<file path="config.mk">
export PLATFORM = sky130hd
export DESIGN_NAME = stream_mux_rr
export DESIGN_NICKNAME = d
export VERILOG_FILES = /design/src/rtl/stream_mux_rr_pkg.sv /design/src/rtl/stream_mux_rr_arbiter.sv /design/src/rtl/stream_mux_rr.sv
export SDC_FILE = /design/constraint.sdc
export NUM_CORES = 1
export LEC_CHECK = 0
export CAP_MARGIN = 20
export CORE_UTILIZATION = 39
export DETAILED_ROUTE_END_ITERATION = 8
export HOLD_SLACK_MARGIN = 0.05
export PLACE_DENSITY = 0.8
export SETUP_SLACK_MARGIN = 0.1
export SLEW_MARGIN = 20
export SYNTH_ARGS = -nofsm -noshare
export SYNTH_HDL_FRONTEND = slang
export SYNTH_SLANG_ARGS = --single-unit
</file>
<file path="constraint.sdc">
create_clock -name clk -period 3.6 [get_ports clk]
set_input_delay 0.72 -clock clk [delete_from_list [all_inputs] [get_ports clk]]
set_output_delay 0.72 -clock clk [all_outputs]
set_load 0.005 [all_outputs]
</file>
<file path="src/rtl/stream_mux_rr_pkg.sv">
// Shared definitions for the stream_mux_rr datapath multiplexer:
// mode encodings and the select-width helper used by every N-way block.
package stream_mux_rr_pkg;

  typedef enum logic {
    MODE_FIXED = 1'b0,
    MODE_RR    = 1'b1
  } mode_e;

  function automatic int sel_width(input int n);
    return (n > 1) ? $clog2(n) : 1;
  endfunction

endpackage

</file>
<file path="src/rtl/stream_mux_rr_arbiter.sv">
// Combinational round-robin arbiter: the request vector is doubled and
// rotated so the channel after 'last' lands at bit 0, then priority-encoded.
module rr_arbiter
  import stream_mux_rr_pkg::*;
#(
  parameter int N  = 4,
  parameter int SW = sel_width(N)
) (
  input  logic [N-1:0]  req,
  input  logic [SW-1:0] last,
  input  logic          en,
  output logic [N-1:0]  gnt_onehot,
  output logic [SW-1:0] gnt_idx,
  output logic          gnt_any
);

  logic [2*N-1:0] rot;
  int             start;
  int             idx;

  always_comb begin
    gnt_any = 1'b0;
    gnt_idx = '0;
    idx     = 0;
    start   = (int'(last) >= N - 1) ? 0 : int'(last) + 1;
    rot     = {req, req} >> start;
    for (int k = 0; k < N; k++) begin
      if (!gnt_any && en && rot[k]) begin
        idx     = (start + k >= N) ? start + k - N : start + k;
        gnt_any = 1'b1;
        gnt_idx = SW'(idx);
      end
    end
  end

  always_comb begin
    gnt_onehot = '0;
    for (int j = 0; j < N; j++) begin
      gnt_onehot[j] = gnt_any && (gnt_idx == SW'(j));
    end
  end

endmodule

</file>
<file path="src/rtl/stream_mux_rr.sv">
// Registered N:1 valid/ready stream multiplexer with fixed-select and
// round-robin modes; one word of output buffering, no bubble on drain+refill.
module stream_mux_rr
  import stream_mux_rr_pkg::*;
#(
  parameter int N  = 4,
  parameter int W  = 8,
  parameter int SW = sel_width(N)
) (
  input  logic           clk,
  input  logic           reset,
  input  logic           E,
  input  logic           mode,
  input  logic [SW-1:0]  S,
  input  logic [N-1:0]   in_valid,
  input  logic [N*W-1:0] in_data,
  output logic [N-1:0]   in_ready,
  output logic           out_valid,
  output logic [W-1:0]   out_data,
  output logic [SW-1:0]  out_sel,
  input  logic           out_ready
);

  logic          load;
  logic          xfer;
  logic          rr_mode;
  logic [SW-1:0] last;
  logic [N-1:0]  arb_oh;
  logic [SW-1:0] arb_idx;
  logic          arb_any;
  logic [N-1:0]  fix_oh;
  logic          fix_any;
  logic [N-1:0]  gnt_oh;
  logic [SW-1:0] gnt_idx;
  logic          gnt_any;
  logic [W-1:0]  gnt_data;

  assign rr_mode = (mode == MODE_RR);
  assign load    = !out_valid || out_ready;

  rr_arbiter #(.N(N), .SW(SW)) u_arb (
    .req        (in_valid),
    .last       (last),
    .en         (rr_mode),
    .gnt_onehot (arb_oh),
    .gnt_idx    (arb_idx),
    .gnt_any    (arb_any)
  );

  // Out-of-range selects match no channel, so they simply yield no grant.
  always_comb begin
    fix_oh = '0;
    for (int i = 0; i < N; i++) begin
      fix_oh[i] = (S == SW'(i)) && in_valid[i];
    end
    fix_any = |fix_oh;
  end

  always_comb begin
    gnt_oh  = rr_mode ? arb_oh  : fix_oh;
    gnt_idx = rr_mode ? arb_idx : S;
    gnt_any = rr_mode ? arb_any : fix_any;
  end

  assign in_ready = (E && load) ? gnt_oh : '0;
  assign xfer     = E && load && gnt_any;

  always_comb begin
    gnt_data = '0;
    for (int i = 0; i < N; i++) begin
      if (gnt_oh[i]) gnt_data = in_data[i*W +: W];
    end
  end

  // The pointer only advances on round-robin transfers.
  always_ff @(posedge clk or posedge reset) begin
    if (reset) begin
      out_valid <= 1'b0;
      out_data  <= '0;
      out_sel   <= '0;
      last      <= SW'(N - 1);
    end else if (xfer) begin
      out_valid <= 1'b1;
      out_data  <= gnt_data;
      out_sel   <= gnt_idx;
      if (rr_mode) last <= gnt_idx;
    end else if (out_ready) begin
      out_valid <= 1'b0;
    end
  end

endmodule
</file>
==> flow_summary.json <==
{
  "outcome": "finished clean",
  "wl_per_cell_um": 15.63,
  "wl_um": 3563,
  "path_buf_inv": 4,
  "critical_path.max_fanout": 2,
  "ys_seq_area_share_pct": 30.18,
  "finalClockSkew_ns": 0.005005,
  "synth_top_area_share_pct": 25.35,
  "fin_nets": 243,
  "first_iter_violations": 30,
  "fin_total_pwr_w": 0.001025,
  "yosys_warnings": 0,
  "drtAntennaViolNets": 0,
  "synth.cell_area_um2": 1086,
  "final_max_slew_viol_count": 0,
  "reg2regPathDepth": 9,
  "hp-class": "reg -> reg",
  "layoutNonFillerInstCount": 228,
  "synth_cells": 128,
  "crit_top_cell": "clkdlybuf4s50_1",
  "utilization_pct": 72.37,
  "cts_setup_buffers": 0,
  "rsz0062_at_grt": "yes",
  "cts_tree": "done",
  "grt_pass1_vias": 1292,
  "cp_cell_sequence": "clkdlybuf4s50_1, inv_1, nor3_1, a32oi_1, buf_4, a22oi_2, nor2b_1, clkdlybuf4s50_1",
  "hold_path_end": "out_sel[0]$_DFFE_PP0P_",
  "reg2reg_from": "last[0]$_DFFE_PP1P_",
  "dieHeight_um": 54.77,
  "cts_max_level": 1,
  "grt_antenna_before_repair": 0,
  "drv_cap": 0,
  "globalRouteOverflowTotal": 0,
  "tightest_slew_ns": 0.5142,
  "arrival_ns": 2.69,
  "r2r_setup_slack_ns": 1.06,
  "synth_edf_count": 0,
  "dpl.cell_count": 224,
  "synth_fp_nets": 172,
  "min_period_ns": 3.409,
  "path_class": "in -> out",
  "synth.most_common_cell": "nand2_1",
  "cts_max_path_buffers": 2,
  "p_per_area_nw_per_um2": 556.7,
  "period_share_pct": 94.70,
  "grt_pass1_wl_um": 5671,
  "ios": 58,
  "cts_sinks": 13,
  "finalWeightedCongestion": 0.8985,
  "drive_gt1_share_pct": 17.17,
  "grtUsageTotal_pct": 26.83,
  "dr.pass1.iters": 4,
  "synth_area_leaders": "dfrtp_1 (25%), o221ai_1 (7.3%), a221oi_1 (6.5%), nand2_1 (5.5%), o21ai_0 (5.1%)",
  "portBuffers": 57,
  "clkTransAtPathRegs_ns": 0.09,
  "syn_to_final_growth_pct": 69.59,
  "setup_viol": 0,
  "synth_cell_types": 41,
  "dp_hpwl_um": 2820,
  "yosys-top-cells-count": "nand2_1 (16), inv_1 (12), dfrtp_1 (11), o21ai_0 (11), o221ai_1 (9)",
  "rows": 18,
  "worstPathRequired_ns": 2.88,
  "avgSynthCellArea_um2": 8.485,
  "hold_start": "out_sel[0]$_DFFE_PP0P_",
  "r2r_end": "out_data[6]$_DFFE_PP0P_",
  "worstSkewPairLatency_ns": 0.28,
  "critPathMaxStageDelay_ns": 0.52,
  "relSlewSlack_pct": 65.68,
  "crit_path_start_kind": "input pin",
  "async_flop_share_pct": 100.0,
  "ys.flop_type": "dfrtp_1",
  "viasPerCell": 5.759,
  "cts_buffers": 3,
  "fillers": 211,
  "path_delay_family": "buffers and inverters",
  "diodes": 0,
  "start_util_pct": 42.67,
  "ir_drop_mv": 0.3566,
  "max_freq_ghz": 0.2933,
  "grt_max_degree": 14,
  "yosys.area.top_type": "dfrtp_1",
  "die_area_um2": 3000,
  "core-area_um2": 2545,
  "whs_path_depth": 2,
  "final_hold_viol_count": 0,
  "die_x_um": 54.77,
  "drcViolationCount": 0,
  "vias": 1313,
  "synth-seq-cells": 13,
  "cts_root_buf": "clkbuf_4",
  "p_leak_nw": 0.7837,
  "crit_slowest_cell": "clkdlybuf4s50_1",
  "worst_setup_path_end_kind": "output port"
}
[cell usage in the layout, fill, tap and decap left out, types with 2 or more instances in the layout]
master / instances
a21o_1: 2
a21oi_1: 3
a221oi_1: 8
and3b_1: 2
buf_4: 15
clkbuf_4: 3
clkdlybuf4s50_1: 52
dfrtp_1: 11
dfstp_2: 2
dlygate4sd2_1: 4
inv_1: 12
nand2_1: 16
nand2b_1: 3
nand3_1: 2
nand3b_1: 2
nor2_1: 3
nor2b_1: 5
nor3_1: 2
nor3b_1: 2
o211ai_1: 2
o21ai_0: 11
o21ai_1: 2
o221ai_1: 9
[sequential cells by signal, indices dropped and copies added (netlist names)]
signal     count
out_data       8
last           2
out_sel        2
out_valid      1
[cell type report]
cell class / count / area, um2 / area share, %
multi-input combinational: 97 / 724.4 / 39.33
tap: 30 / 37.54 / 2.038
sequential: 13 / 327.8 / 17.80
inverter: 12 / 45.04 / 2.446
timing repair buffer: 72 / 680.7 / 36.96
clock buffer: 4 / 26.28 / 1.427
[metal layers]
metal	routed length [um]	share of wire [%]	GRT usage [%]
met4	39	1.1	13.25
met5	0	0	0
met3	257	7.2	5.278
met2	1802	51	48.19
met1	1464	41	29.48
[worst register-to-register path, stage by stage, from the launching register on]
cell	delay (ns)
dfstp_2	0.57
ha_4	0.23
nor2b_1	0.15
a211o_1	0.32
buf_4	0.14
o211ai_1	0.20
buf_4	0.15
a21oi_2	0.12
a221oi_1	0.34
o221ai_1	0.18
[timing repair]
action / CTS / global route
setup endpoints to repair: 4 / 4
gates resized for setup: 8 / 5
hold buffers: 0 / 0
[where the power goes]
group	internal [W]	switching [W]
sequential	0.000211	0.0000377
combinational	0.000385	0.000297
clock	0.0000430	0.0000516
[kinds of logic (layout without fill, tap and decap cells)]
| group | after synthesis | count (layout) | share of synthesized area (%) |
|---|---|---|---|
| buffers and inverters | 18 | 88 | 6.912 |
| DFF | 13 | 13 | 30.18 |
| adders and majority gates | 1 | 1 | 1.152 |
| AOI/OAI and AO/OA | 51 | 51 | 36.75 |
| muxes | 1 | 1 | 2.074 |
| and+or+nand+nor | 44 | 44 | 22.93 |
[how the worst max path moves through the flow]
| stage | depth (start not counted) | to | start | slack [ns] |
|---|---|---|---|---|
| global placement | 8 | in_ready[3] | in_valid[3] | 0.005 |
| detailed placement | 8 | in_ready[2] | in_valid[3] | -0.02 |
| finish | 8 | in_ready[2] | mode | 0.19 |
| CTS | 7 | in_ready[1] | last[0]$_DFFE_PP1P_ | 0.11 |
| global route | 8 | in_ready[2] | mode | 0.06 |
| floorplan | 6 | in_ready[1] | last[0]$_DFFE_PP1P_ | 0.76 |
[metrics by stage]
| step | area, um2 | setup TNS [ns] | hold slack, ns | setup slack, ns |
|---|---|---|---|---|
| final | 1842 | 0 | 0.4989 | 0.1909 |
| after global placement | 1777 | 0 | 0.4715 | 0.005478 |
| after global routing | 1842 | 0 | 0.5334 | 0.06405 |
| after detailed placement | 1777 | -0.01955 | 0.4763 | -0.01715 |
| after CTS | 1814 | 0 | 0.5000 | 0.1115 |
| after floorplan | 1086 | 0 | 0.4602 | 0.7639 |
Power figures use the tool's default switching activity.
